[config.mk]
export PLATFORM = sky130hd
export DESIGN_NAME = park_release_ctrl_flat
export DESIGN_NICKNAME = d
export VERILOG_FILES = /design/src/rtl/park_release_ctrl_pkg.sv /design/src/rtl/park_release_ctrl_if.sv /design/src/rtl/park_release_ctrl_uid_order_fifo.sv /design/src/rtl/park_release_ctrl.sv /design/src/flat_wrapper.sv
export SDC_FILE = /design/constraint.sdc
export NUM_CORES = 1
export LEC_CHECK = 0
export CAP_MARGIN = 0
export CORE_AREA = 2 2 217 219
export CTS_CLUSTER_DIAMETER = 60
export DETAILED_ROUTE_END_ITERATION = 10
export DIE_AREA = 0 0 219 221
export MAX_ROUTING_LAYER = met4
export PLACE_DENSITY = 0.73
export SYNTH_ARGS = -nofsm -noshare
export SYNTH_HDL_FRONTEND = slang
export SYNTH_SLANG_ARGS = --single-unit
[constraint.sdc]
create_clock -name clk -period 2.7 [get_ports clk]
set_input_delay 0.27 -clock clk [delete_from_list [all_inputs] [get_ports clk]]
set_output_delay 0.27 -clock clk [all_outputs]
set_load 0.01 [all_outputs]
[src/rtl/park_release_ctrl_pkg.sv]
// rtl/park_release_ctrl_pkg.sv - shared types and helpers for the in-order park release scheduler
package rob_pkg;

   // Internal UID width: row index bits followed by column index bits
   function automatic int uid_w(input int rows, input int cols);
      return $clog2(rows) + $clog2(cols);
   endfunction

   typedef enum logic [2:0] {
      IDLE = 3'd0,
      REQ  = 3'd1,
      SEND = 3'd2,
      FREE = 3'd3,
      WACK = 3'd4
   } rel_state_e;

   localparam int BEAT_DATA_W = 256;
   localparam int BEAT_RESP_W = 2;
   localparam int BEAT_ID_W   = 8;

   // One single-beat read response as copied out of the parking lot
   typedef struct packed {
      logic [BEAT_DATA_W-1:0] data;
      logic [BEAT_RESP_W-1:0] resp;
      logic [BEAT_ID_W-1:0]   id;
   } r_beat_t;

endpackage

[src/rtl/park_release_ctrl_if.sv]
// rtl/park_release_ctrl_if.sv - issue/arrival/park/master signal bundle around the release scheduler
interface park_release_ctrl_if #(
   parameter int NUM_ROWS   = 4,
   parameter int NUM_COLS   = 4,
   parameter int DATA_WIDTH = 256,
   parameter int RESP_WIDTH = 2,
   parameter int ID_WIDTH   = 8
);
   import rob_pkg::*;

   localparam int UID_W = uid_w(NUM_ROWS, NUM_COLS);

   logic                  iss_valid;
   logic                  iss_ready;
   logic [UID_W-1:0]      iss_uid;
   logic                  arr_valid;
   logic [UID_W-1:0]      arr_uid;
   logic                  alloc_req;
   logic [UID_W-1:0]      alloc_uid;
   logic                  pk_valid;
   logic [DATA_WIDTH-1:0] pk_data;
   logic [RESP_WIDTH-1:0] pk_resp;
   logic [ID_WIDTH-1:0]   pk_id;
   logic                  free_req;
   logic [UID_W-1:0]      id_to_release;
   logic                  free_ack;
   logic                  m_valid;
   logic                  m_ready;
   logic [DATA_WIDTH-1:0] m_data;
   logic [RESP_WIDTH-1:0] m_resp;
   logic [ID_WIDTH-1:0]   m_id;
   logic                  m_last;
   logic                  proto_err;
   logic                  timeout_err;

   // Scheduler side
   modport master (
      input  iss_valid, iss_uid, arr_valid, arr_uid, pk_valid, pk_data, pk_resp, pk_id,
             free_ack, m_ready,
      output iss_ready, alloc_req, alloc_uid, free_req, id_to_release, m_valid, m_data,
             m_resp, m_id, m_last, proto_err, timeout_err
   );

   // Remapper / parking lot / master side
   modport slave (
      output iss_valid, iss_uid, arr_valid, arr_uid, pk_valid, pk_data, pk_resp, pk_id,
             free_ack, m_ready,
      input  iss_ready, alloc_req, alloc_uid, free_req, id_to_release, m_valid, m_data,
             m_resp, m_id, m_last, proto_err, timeout_err
   );

endinterface

[src/rtl/park_release_ctrl_uid_order_fifo.sv]
// rtl/park_release_ctrl_uid_order_fifo.sv - circular FIFO holding UIDs in issue order
module uid_order_fifo #(
   parameter int DEPTH = 16,
   parameter int W     = 4
) (
   input  logic         clk,
   input  logic         rst,
   input  logic         push_i,
   input  logic [W-1:0] data_i,
   input  logic         pop_i,
   output logic [W-1:0] head_o,
   output logic         full_o,
   output logic         empty_o
);
   localparam int PW = (DEPTH > 1) ? $clog2(DEPTH) : 1;
   localparam int CW = $clog2(DEPTH) + 1;

   logic [W-1:0]  mem_q [DEPTH];
   logic [PW-1:0] wr_q, wr_d, rd_q, rd_d;
   logic [CW-1:0] cnt_q, cnt_d;

   // Pointer wrap at DEPTH-1 so non power-of-two depths also work; push+pop keeps count
   always_comb begin
      wr_d  = wr_q;
      rd_d  = rd_q;
      cnt_d = cnt_q;
      if (push_i) wr_d = (wr_q == PW'(DEPTH - 1)) ? '0 : wr_q + 1'b1;
      if (pop_i)  rd_d = (rd_q == PW'(DEPTH - 1)) ? '0 : rd_q + 1'b1;
      case ({push_i, pop_i})
         2'b10:   cnt_d = cnt_q + 1'b1;
         2'b01:   cnt_d = cnt_q - 1'b1;
         default: cnt_d = cnt_q;
      endcase
   end

   // Pointer and occupancy registers
   always_ff @(posedge clk) begin
      if (rst) begin
         wr_q  <= '0;
         rd_q  <= '0;
         cnt_q <= '0;
      end else begin
         wr_q  <= wr_d;
         rd_q  <= rd_d;
         cnt_q <= cnt_d;
      end
   end

   // Storage needs no reset: entries are only read when the count says they are valid
   always_ff @(posedge clk) begin
      if (push_i) mem_q[wr_q] <= data_i;
   end

   assign head_o  = mem_q[rd_q];
   assign full_o  = (cnt_q == CW'(DEPTH));
   assign empty_o = (cnt_q == '0);

endmodule

[src/rtl/park_release_ctrl.sv]
// rtl/park_release_ctrl.sv - in-order response release scheduler; optional watchdog under ROB_RELEASE_TIMEOUT_EN
module park_release_ctrl
   import rob_pkg::*;
#(
   parameter int NUM_ROWS        = 4,
   parameter int NUM_COLS        = 4,
   parameter int MAX_OUTSTANDING = NUM_ROWS * NUM_COLS,
   parameter int DATA_WIDTH      = 256,
   parameter int RESP_WIDTH      = 2,
   parameter int ID_WIDTH        = 8,
   parameter int TIMEOUT_CYCLES  = 1024
) (
   input logic                 clk,
   input logic                 rst,
   park_release_ctrl_if.master bus
);
   localparam int UID_W = uid_w(NUM_ROWS, NUM_COLS);

   // The watchdog counter is 16 bits wide and saturates, so the limit must fit in it
   if (TIMEOUT_CYCLES < 1 || TIMEOUT_CYCLES > 65535) begin : g_bad_timeout
      $error("TIMEOUT_CYCLES out of range");
   end

   rel_state_e state_q, state_d;

   logic [MAX_OUTSTANDING-1:0] busy_q, busy_d;
   logic [MAX_OUTSTANDING-1:0] arrived_q, arrived_d;
   logic                       proto_q, proto_d;
   logic [DATA_WIDTH-1:0]      data_q, data_d;
   logic [RESP_WIDTH-1:0]      resp_q, resp_d;
   logic [ID_WIDTH-1:0]        id_q, id_d;

   logic             push, pop, capture, tmo_exp;
   logic             fifo_full, fifo_empty;
   logic [UID_W-1:0] head;
   logic             dup_push, arr_bad, ack_bad;

   // iss_ready comes from the registered count only, so a pop never frees a slot the same cycle
   assign push = bus.iss_valid & ~fifo_full;

   uid_order_fifo #(
      .DEPTH (MAX_OUTSTANDING),
      .W     (UID_W)
   ) u_fifo (
      .clk     (clk),
      .rst     (rst),
      .push_i  (push),
      .data_i  (bus.iss_uid),
      .pop_i   (pop),
      .head_o  (head),
      .full_o  (fifo_full),
      .empty_o (fifo_empty)
   );

   // Busy/arrived bookkeeping and protocol checks; a bad arrival leaves the bitmap untouched
   always_comb begin
      busy_d    = busy_q;
      arrived_d = arrived_q;
      dup_push  = push & busy_q[bus.iss_uid];
      arr_bad   = bus.arr_valid & (~busy_q[bus.arr_uid] | arrived_q[bus.arr_uid]);
      ack_bad   = bus.free_ack & (state_q != WACK);
      if (bus.arr_valid && !arr_bad) arrived_d[bus.arr_uid] = 1'b1;
      if (pop) begin
         busy_d[head]    = 1'b0;
         arrived_d[head] = 1'b0;
      end
      if (push) busy_d[bus.iss_uid] = 1'b1;
      proto_d = proto_q | dup_push | arr_bad | ack_bad;
   end

   // Release FSM: wait for head arrival, fetch copy, present to master, free, await ack
   always_comb begin
      state_d = state_q;
      capture = 1'b0;
      pop     = 1'b0;
      case (state_q)
         IDLE: if (!fifo_empty && arrived_q[head]) state_d = REQ;
         REQ: begin
            if (bus.pk_valid) begin
               capture = 1'b1;
               state_d = SEND;
            end else if (tmo_exp) begin
               state_d = IDLE;
            end
         end
         SEND: if (bus.m_ready) state_d = FREE;
         FREE: state_d = WACK;
         WACK: begin
            if (bus.free_ack) begin
               pop     = 1'b1;
               state_d = IDLE;
            end else if (tmo_exp) begin
               state_d = IDLE;
            end
         end
         default: state_d = IDLE;
      endcase
   end

   // Output beat register: loaded once per release, frozen while m_valid is high
   always_comb begin
      data_d = data_q;
      resp_d = resp_q;
      id_d   = id_q;
      if (capture) begin
         data_d = bus.pk_data;
         resp_d = bus.pk_resp;
         id_d   = bus.pk_id;
      end
   end

   // State, bitmap, error and payload registers
   always_ff @(posedge clk) begin
      if (rst) begin
         state_q   <= IDLE;
         busy_q    <= '0;
         arrived_q <= '0;
         proto_q   <= 1'b0;
         data_q    <= '0;
         resp_q    <= '0;
         id_q      <= '0;
      end else begin
         state_q   <= state_d;
         busy_q    <= busy_d;
         arrived_q <= arrived_d;
         proto_q   <= proto_d;
         data_q    <= data_d;
         resp_q    <= resp_d;
         id_q      <= id_d;
      end
   end

`ifdef ROB_RELEASE_TIMEOUT_EN
   localparam logic [15:0] TMO_LIMIT = 16'(TIMEOUT_CYCLES - 1);

   logic [15:0] tmo_q, tmo_d;
   logic        tmo_err_q, tmo_err_d;

   // Watchdog: restarts on every state change, counts while waiting in REQ/WACK, saturates
   always_comb begin
      tmo_d = tmo_q;
      if (state_d != state_q) begin
         tmo_d = '0;
      end else if ((state_q == REQ || state_q == WACK) && tmo_q != 16'hFFFF) begin
         tmo_d = tmo_q + 16'd1;
      end
      // Leaving for IDLE without a pop can only be the watchdog firing
      tmo_err_d = tmo_err_q | (tmo_exp & (state_d == IDLE) & ~pop);
   end

   // Watchdog registers
   always_ff @(posedge clk) begin
      if (rst) begin
         tmo_q     <= '0;
         tmo_err_q <= 1'b0;
      end else begin
         tmo_q     <= tmo_d;
         tmo_err_q <= tmo_err_d;
      end
   end

   assign tmo_exp         = (state_q == REQ || state_q == WACK) && (tmo_q >= TMO_LIMIT);
   assign bus.timeout_err = tmo_err_q;
`else
   assign tmo_exp         = 1'b0;
   assign bus.timeout_err = 1'b0;
`endif

   assign bus.iss_ready     = ~fifo_full;
   assign bus.alloc_req     = (state_q == REQ);
   assign bus.alloc_uid     = (state_q == REQ) ? head : '0;
   assign bus.free_req      = (state_q == FREE);
   assign bus.id_to_release = (state_q == FREE) ? head : '0;
   assign bus.m_valid       = (state_q == SEND);
   assign bus.m_data        = data_q;
   assign bus.m_resp        = resp_q;
   assign bus.m_id          = id_q;
   assign bus.m_last        = 1'b1;
   assign bus.proto_err     = proto_q;

endmodule

[src/flat_wrapper.sv]
// flat-port wrapper written by rule: the top's interface ports become plain ports
module park_release_ctrl_flat import rob_pkg::*;
#(
   parameter int NUM_ROWS        = 4,
   parameter int NUM_COLS        = 4,
   parameter int MAX_OUTSTANDING = NUM_ROWS * NUM_COLS,
   parameter int DATA_WIDTH      = 256,
   parameter int RESP_WIDTH      = 2,
   parameter int ID_WIDTH        = 8,
   parameter int TIMEOUT_CYCLES  = 1024
)
  (clk, rst, bus_iss_valid, bus_iss_uid, bus_arr_valid, bus_arr_uid, bus_pk_valid, bus_pk_data, bus_pk_resp, bus_pk_id, bus_free_ack, bus_m_ready, bus_iss_ready, bus_alloc_req, bus_alloc_uid, bus_free_req, bus_id_to_release, bus_m_valid, bus_m_data, bus_m_resp, bus_m_id, bus_m_last, bus_proto_err, bus_timeout_err);
  park_release_ctrl_if #(.NUM_ROWS(NUM_ROWS), .NUM_COLS(NUM_COLS), .DATA_WIDTH(DATA_WIDTH), .RESP_WIDTH(RESP_WIDTH), .ID_WIDTH(ID_WIDTH)) bus_i ();
  input logic clk;
  input logic rst;
  input wire logic [$bits(bus_i.iss_valid)-1:0] bus_iss_valid;
  input wire logic [$bits(bus_i.iss_uid)-1:0] bus_iss_uid;
  input wire logic [$bits(bus_i.arr_valid)-1:0] bus_arr_valid;
  input wire logic [$bits(bus_i.arr_uid)-1:0] bus_arr_uid;
  input wire logic [$bits(bus_i.pk_valid)-1:0] bus_pk_valid;
  input wire logic [$bits(bus_i.pk_data)-1:0] bus_pk_data;
  input wire logic [$bits(bus_i.pk_resp)-1:0] bus_pk_resp;
  input wire logic [$bits(bus_i.pk_id)-1:0] bus_pk_id;
  input wire logic [$bits(bus_i.free_ack)-1:0] bus_free_ack;
  input wire logic [$bits(bus_i.m_ready)-1:0] bus_m_ready;
  output wire logic [$bits(bus_i.iss_ready)-1:0] bus_iss_ready;
  output wire logic [$bits(bus_i.alloc_req)-1:0] bus_alloc_req;
  output wire logic [$bits(bus_i.alloc_uid)-1:0] bus_alloc_uid;
  output wire logic [$bits(bus_i.free_req)-1:0] bus_free_req;
  output wire logic [$bits(bus_i.id_to_release)-1:0] bus_id_to_release;
  output wire logic [$bits(bus_i.m_valid)-1:0] bus_m_valid;
  output wire logic [$bits(bus_i.m_data)-1:0] bus_m_data;
  output wire logic [$bits(bus_i.m_resp)-1:0] bus_m_resp;
  output wire logic [$bits(bus_i.m_id)-1:0] bus_m_id;
  output wire logic [$bits(bus_i.m_last)-1:0] bus_m_last;
  output wire logic [$bits(bus_i.proto_err)-1:0] bus_proto_err;
  output wire logic [$bits(bus_i.timeout_err)-1:0] bus_timeout_err;
  assign bus_i.iss_valid = bus_iss_valid;
  assign bus_i.iss_uid = bus_iss_uid;
  assign bus_i.arr_valid = bus_arr_valid;
  assign bus_i.arr_uid = bus_arr_uid;
  assign bus_i.pk_valid = bus_pk_valid;
  assign bus_i.pk_data = bus_pk_data;
  assign bus_i.pk_resp = bus_pk_resp;
  assign bus_i.pk_id = bus_pk_id;
  assign bus_i.free_ack = bus_free_ack;
  assign bus_i.m_ready = bus_m_ready;
  assign bus_iss_ready = bus_i.iss_ready;
  assign bus_alloc_req = bus_i.alloc_req;
  assign bus_alloc_uid = bus_i.alloc_uid;
  assign bus_free_req = bus_i.free_req;
  assign bus_id_to_release = bus_i.id_to_release;
  assign bus_m_valid = bus_i.m_valid;
  assign bus_m_data = bus_i.m_data;
  assign bus_m_resp = bus_i.m_resp;
  assign bus_m_id = bus_i.m_id;
  assign bus_m_last = bus_i.m_last;
  assign bus_proto_err = bus_i.proto_err;
  assign bus_timeout_err = bus_i.timeout_err;
  park_release_ctrl #(.NUM_ROWS(NUM_ROWS), .NUM_COLS(NUM_COLS), .MAX_OUTSTANDING(MAX_OUTSTANDING), .DATA_WIDTH(DATA_WIDTH), .RESP_WIDTH(RESP_WIDTH), .ID_WIDTH(ID_WIDTH), .TIMEOUT_CYCLES(TIMEOUT_CYCLES)) u_core (.clk(clk), .rst(rst), .bus(bus_i));
endmodule
==> metrics.md, run 1 <==
| Metric | Value |
|---|---|
| Remaining DRCs | `0` |
| Placed inst area | `20800 um2` |
| Drt first pass iters | `5` |
| Top FF cell, synth | `dfxtp_1` |
| All-layer global routing usage | `21.6%` |
| Met3 GRT Util | `5.14%` |
| Reg clk slew, reported paths | `0.06 ns` |
| Clk_lat worst skew | `0.56 ns` |
| Worst Tran Pin Value | `0.618 ns` |
| Worst-case clock skew | `~0.014 ns` |
| Routed vias | `13624` |
| RSZ-0062 raised after global routing | `true` |
| GP Congestion | `approximately 0.9` |
| Slew headroom | `slightly below 60%` |
| Leak | `7.85 nW` |
| Max incr delay on CP | `~0.55 ns` |
| Final WS setup | `-0.0966 ns` |
| CP Cell Sequence | `buf_12, mux4_2, mux4_2, buf_6, and2_4, buf_6` |
| Clock sinks | `between 300 and 400` |
| Port Buffers | `559` |
| Die Ht | `221 um` |
| Clock root cell | `clkbuf_16` |
| Buf+Inv Stages, Crit Path | `3` |
| Synthesized area per cell | `just over 9 um2` |
| Met1 usage | `24.4%` |
| Maximum Capacitance Violations | `0` |
| Crit end category | `primary output` |
| Max Root-Sink Buffers | `3` |
| Status | `finished, violations left` |
| Area growth from synthesis to layout | `59.1%` |
| Initial antenna violation count | `5` |
| H-tree depth | `2` |
| Final critical-path share of the clock period | `104%` |
| Num CTS Buffers | `between 40 and 50` |
| Final wirelength | `52600 um` |
| FMAX | `about 0.36 GHz` |
| Post-synthesis register bit count | `about 380` |
| Drt wl/cell | `18.8 um` |
| Layer with the highest usage | `met2` |
| Die area | `48400 um2` |
| Met2 usage | `a little under two fifths` |
| Final nets | `2445` |
| Starting Density | `31.2%` |
| Tmin final | `2.80 ns` |
| Synth Instances | `~1600` |
| DR iter-0 viols | `1070` |
| Post-Syn Area | `14400 um2` |
| Post-route cell area | `22900 um2` |
| Fraction of registers with async set or reset after synthesis | `0%` |
| CTS tree | `built` |
| Netlist cell types | `51` |
| Reg2Reg Setup Slack | `0.01 ns` |
| Vias in the first global route | `13434` |
| YS warnings | `0` |
| Final HPWL DP | `37600 um` |
| Count of final hold-check violations | `0` |
| Worst reg2reg path depth | `9` |
| Cell Rows | `79` |
| Seq/Total Area, Yosys | `57.7%` |
| First-pass GRT wire length | `about 78000 um` |
| Data arrival, critical path | `approximately 2.5 ns` |
| Largest net degree at the start of global routing | `120` |
| Power Total | `13.7 mW` |
| Core ar. | `46100 um2` |
| Final ANT Viol Nets | `0` |
| Hold WC Path Type | `primary input to flip-flop` |
| Max-slew violations | `0` |
| Largest fanout on the critical path | `5` |
| Final setup fails | `6` |
| Hold path cells | `2` |
| Worst path required time | `2.43 ns` |
| I/O Pins | `about 560` |
| Die W | `between 200 and 250 um` |
| Area of the multi-input gates | `around 5700 um2` |
| Layout cell share with drive strength beyond 1 | `between 10% and 20%` |
| Slowest CP cell | `mux4_2` |
| Failing checks | `setup timing` |
| Reg area | `8320 um2` |
| Global route total overflow | `0` |
| Fill count | `4180` |
| Worst path depth | `6` |
| Crit path launch type | `flip-flop` |
| Power per cell area | `597 nW/um2` |
| Crit Path Class | `flip-flop to primary output` |
| CP delay by family, top | `multiplexers` |
| Synthesized Nets | `roughly 1900` |
| Post-synth EDFFs | `64` |
| Peak supply drop | `~0.47 mV` |
| DR vias/cell | `4.86` |
==> layout make-up <==
type	instances	share of cell area (%)
flip-flops and latches	383	36.3
diodes	5	0.0547
clock buffers	65	5.93
well taps	607	3.32
clock inverters	21	1.08
repair buffers	626	27.9
inverters	18	0.317
multi-input cells	1078	25.1
==> final timing paths <==
path | from | end
worst max-delay path | flip-flop | bus_id_to_release[3]
worst min-delay path | rst | u_core.bus.m_data[124]
worst max register to register | flip-flop | u_core.state_q[0]
worst min register to register | u_core.bus.m_data[178] | u_core.bus.m_data[178]
==> report_power, final <==
group | switching [mW] | total [mW] | internal (mW) | leakage (nW)
clock | 2.54 | 6.47 | 3.93 | 0.781
sequential | 0.0615 | 5.96 | 5.90 | 3.15
combinational | 0.543 | 1.24 | 0.694 | 3.91
==> cell usage in the layout, fill, tap and decap left out, drive strengths merged, types with 7 or more instances in the layout <==
master and count:
mux4 30, nor2b 29, mux2i 12, dfxtp 319
nor2 37, a21oi 291, o21ai 10, buf 76
clkinv 8, nand2 566, and2 10, ha 9
nor3 16, nand2b 7, a31oi 8, clkbuf 65
o21a 12, clkdlybuf4s50 550, inv 24, edfxtp 64
==> per-stage QoR <==
step / TNS, ns / utilization [%] / cells / hold WS (ns) / setup WS (ns)
6_report: -0.341 / 49.7 / 2803 / 0.168 / -0.0966
5_1_grt: -0.888 / 49.7 / 2803 / 0.176 / -0.149
4_1_cts: -0.746 / 49.2 / 2796 / 0.119 / -0.156
3_5_place_dp: 0 / 45.2 / 2690 / 0.446 / 0.0578
3_3_place_gp: 0 / 45.2 / 2690 / 0.442 / 0.0396
2_1_floorplan: 0 / - / 1588 / 0.369 / 0.0134
==> worst register-to-register path, delay by kind of cell, from the launching register on <==
family / cells / cell delay (ns)
AOI/OAI and AO/OA: 3 / 0.39
buffers and inverters: 3 / 0.43
DFF: 1 / 0.37
muxes: 3 / 1.35
==> sequential cells by signal, summed over array words and instances (netlist names), named ones only <==
name                  count
u_core.busy_q            16
u_core.arrived_q         16
u_core.bus.m_resp         2
u_core.u_fifo.rd_q        4
u_core.state_q            3
u_core.bus.m_id           8
u_core.bus.proto_err      1
u_core.u_fifo.mem_q      64
u_core.u_fifo.cnt_q       5
u_core.bus.m_data       256
u_core.u_fifo.wr_q        4
==> metal layers <==
metal	vias to the layer above	routed length, um
li1	6431	-
met1	6500	20200
met5	-	0
met4	0	1770
met3	105	4010
met2	588	26700
==> cells by family (layout without fill, tap and decap cells) <==
kind of cell / Yosys count / after routing / synth area share, %
xor gates and xnor gates: 7 / 7 / 0.426
and+or+nand+nor: 677 / 677 / 18.9
DFF: 383 / 383 / 57.7
adders and majority gates: 10 / 10 / 0.922
buffers and inverters: 127 / 730 / 3.61
muxes: 43 / 43 / 5.69
AOI/OAI and AO/OA: 339 / 339 / 12.6
other: 2 / 7 / 0.0522
==> what timing repair did <==
item / 4_1_cts / 5_1_grt
buffers inserted: 18 / 5
pin swaps: 4 / 13
hold buffers: 0 / 0
resized for setup: 56 / 47
setup endpoints to repair: 8 / 37
cloned: 2 / 0
==> Yosys cell counts, types with 7 or more instances <==
cell,n,area (um2)
mux4_2,27,608
nor3_1,14,70.1
ha_1,9,113
clkbuf_1,97,364
a31oi_1,8,50.1
edfxtp_1,64,1920
and2_1,9,56.3
o21a_1,12,90.1
dfxtp_1,319,6390
mux2i_1,12,120
a21oi_1,291,1460
nand2b_1,7,43.8
nand2_1,566,2120
inv_1,18,67.6
nor2_1,37,139
nor2b_1,29,181
o21ai_0,10,50.1
No activity file was read; power rests on OpenSTA's default activity.
==> run 2, diff against run 1 <==
- CORE_AREA: 2 2 217 219 -> 2 2 219 221
- DIE_AREA: 0 0 219 221 -> 0 0 221 223
- SYNTH_HIERARCHICAL: default -> 1
==> metrics.md, run 2 <==
| Metric | Value |
|---|---|
| Peak supply drop | `roughly 0.45 mV` |
| H-tree depth | `2` |
| Count of final hold-check violations | `0` |
| Most frequent cells after synthesis | `559 x nand2_1, 319 x dfxtp_1, 290 x a21oi_1, 64 x edfxtp_1, 53 x clkbuf_1` |
| Crit path launch type | `flip-flop` |
| Fraction of the mapped netlist area in simple logic gates | `between 10% and 20%` |
| Final nets | `2443` |
| RSZ-0062 raised after global routing | `true` |
| Synth Instances | `1606` |
| CP Cell Sequence | `buf_6, mux4_2, a22oi_2, nand2_2, buf_6, mux4_2, mux4_2, nand3b_1, a211oi_1` |
| Die W | `around 220 um` |
| Final setup fails | `0` |
| Vias in the first global route | `13355` |
| Final ANT Viol Nets | `0` |
| Drt wl/cell | `18.7 um` |
| Post-synth EDFFs | `64` |
| Cell Rows | `80` |
| Xor/xnor share of the synthesized area | `0.298%` |
| Max-slew violations | `0` |
| Num CTS Buffers | `47` |
| Count leader, synth | `nand2_1` |
| Maximum Capacitance Violations | `0` |
| Largest net degree at the start of global routing | `94` |
| Hold WC Path Type | `primary input to flip-flop` |
| Remaining DRCs | `0` |
| Routed vias | `13595` |
| GP Congestion | `0.932` |
| Max incr delay on CP | `0.50 ns` |
| Synth Area in Adders | `0.766%` |
| Largest register FFs | `around 260` |
| Worst Tran Pin Value | `0.538 ns` |
| DR vias/cell | `4.83` |
| Clock sinks | `383` |
| Fill count | `about 4400` |
| Area growth from synthesis to layout | `53.7%` |
| Port Buffers | `559` |
| First-pass GRT wire length | `78500 um` |
| Yosys top cell by area | `dfxtp_1` |
| Largest family of logic cells by synthesized area | `simple AND/OR/NAND/NOR gates` |
| Commonest non-fill, non-tap cell in the layout | `nand2_1` |
| Worst hold slack | `roughly 0.053 ns` |
| Clk_lat worst skew | `around 0.58 ns` |
| Data arrival, critical path | `slightly above 3 ns` |
| Worst-case clock skew | `0.0286 ns` |
| Final wirelength | `~53000 um` |
| Global route total overflow | `0` |
| Seq/Total Area, Yosys | `56.5%` |
| Leak | `7.64 nW` |
| CTS tree | `built` |
| Synthesized Nets | `1896` |
| Final HPWL DP | `38900 um` |
| Crit Path Class | `flip-flop to flip-flop` |
| DR iter-0 viols | `just under 1000` |
| Setup TNS | `0 ns` |
| Status | `finished clean` |
| Reg area | `8310 um2` |
| Final critical-path share of the clock period | `98.6%` |
| Max Root-Sink Buffers | `3` |
| Power per cell area | `569 nW/um2` |
| I/O Pins | `562` |
| Most frequent CP cell | `mux4_2` |
| Share of the synthesized area in the top cell type | `a little over two fifths` |
| Fraction of registers with async set or reset after synthesis | `0%` |
| Netlist cell types | `63` |
| Tmin final | `2.66 ns` |
| Top FF cell, synth | `dfxtp_1` |
| Worst path required time | `3.15 ns` |
| Core ar. | `around 47000 um2` |
| Commonest non-fill, non-tap cells in the layout | `555 x nand2_1, 550 x clkdlybuf4s50_1, 317 x dfxtp_1` |
| Largest fanout on the critical path | `4` |
| Slew headroom | `64.2%` |
| Die area | `49300 um2` |
| Post-synthesis register bit count | `383` |
| Mux cell area share after synthesis | `4.82%` |
| Drt first pass iters | `5` |
| Die Ht | `223 um` |
| Synth Area in Compound Gates | `around 14%` |
| Synthesized area per cell | `9.15 um2` |
| Synth top area cells | `dfxtp_1 43%, nand2_1 14%, edfxtp_1 13%` |
| FMAX | `0.376 GHz` |
| Post-Syn Area | `14700 um2` |
| All-layer global routing usage | `21.0%` |
| Starting Density | `between 30% and 40%` |
| Layout cell share with drive strength beyond 1 | `under 10%` |
| Initial antenna violation count | `11` |
| Reg clk slew, reported paths | `around 0.06 ns` |
| Clock root cell | `clkbuf_16` |
| Slowest CP cell | `mux4_2` |
| Area of the multi-input gates | `5770 um2` |
| Crit end category | `flip-flop` |
| YS warnings | `6` |
run 2: cell type report:
class | count | share of cell area [%]
Antenna cell | 9 | 0.0997
Clock buffer | 60 | 5.82
Clock inverter | 25 | 1.12
Inverter | 13 | 0.216
Multi-Input combinational cell | 1097 | 25.5
Sequential cell | 383 | 36.8
Tap cell | 615 | 3.41
Timing Repair Buffer | 611 | 27.0
run 2: report_power, final:
part | leakage, nW | internal (mW) | switching, mW | total (mW)
registers | 3.15 | 5.84 | 0.0293 | 5.86
clock network | 0.748 | 3.61 | 2.59 | 6.20
logic | 3.74 | 0.483 | 0.317 | 0.800
total | 7.64 | 9.92 | 2.94 | 12.9
run 2: routing by layer:
layer	global-route usage, %	vias up	routed length, um
met2	33.5	630	25100
met5	-	-	0
met4	9.92	0	2230
met3	6.59	119	4660
li1	-	6517	-
met1	24.1	6329	20700
run 2: kinds of logic (layout without fill, tap and decap cells):
group,count (synthesis),in the layout
AO/OA/AOI/OAI,359,359
XOR/XNOR,5,5
adder cells (fa/ha/maj),9,9
buffers and inverters,126,709
flip-flops,383,383
multiplexers,31,31
other,2,11
AND/OR/NAND/NOR,691,691
run 2: critical path: cells and delay by family (launching register included):
family / cells / cell delay (ns)
AO/OA/AOI/OAI: 2 / 0.28
buffers and inverters: 2 / 0.27
flip-flops: 1 / 0.36
multiplexers: 3 / 1.41
AND/OR/NAND/NOR: 2 / 0.21
run 2: final timing paths:
check                               from                      to  slack, ns  depth (start not counted)
setup / recovery               flip-flop       u_core/state_q[0]       0.04                          9
hold / removal                       rst       u_core/state_q[2]       0.05                          2
setup reg to reg               flip-flop       u_core/state_q[0]       0.04                          9
hold reg to reg   u_core/bus.m_data[123]  u_core/bus.m_data[123]       0.45                          2
run 2: repair_timing:
item                       CTS  global route
pin swaps                   11             7
gates resized for setup     56            18
setup endpoints to repair    9            13
hold buffers                 0             0
setup buffers                9             2
run 2: per-stage QoR:
step / std cells / utilization [%] / cell area (um2) / power (mW) / setup WS (ns)
after floorplan: 1606 / - / 14700 / 6.21 / 0.0271
after global placement: 2709 / 44.3 / 20900 / 6.76 / -0.0322
after detailed placement: 2709 / 44.3 / 20900 / 6.76 / -0.0496
after CTS: 2802 / 47.8 / 22500 / 13.0 / 0.00278
after global routing: 2813 / 47.9 / 22600 / 13.3 / -0.0367
final: 2813 / 47.9 / 22600 / 12.9 / 0.0374
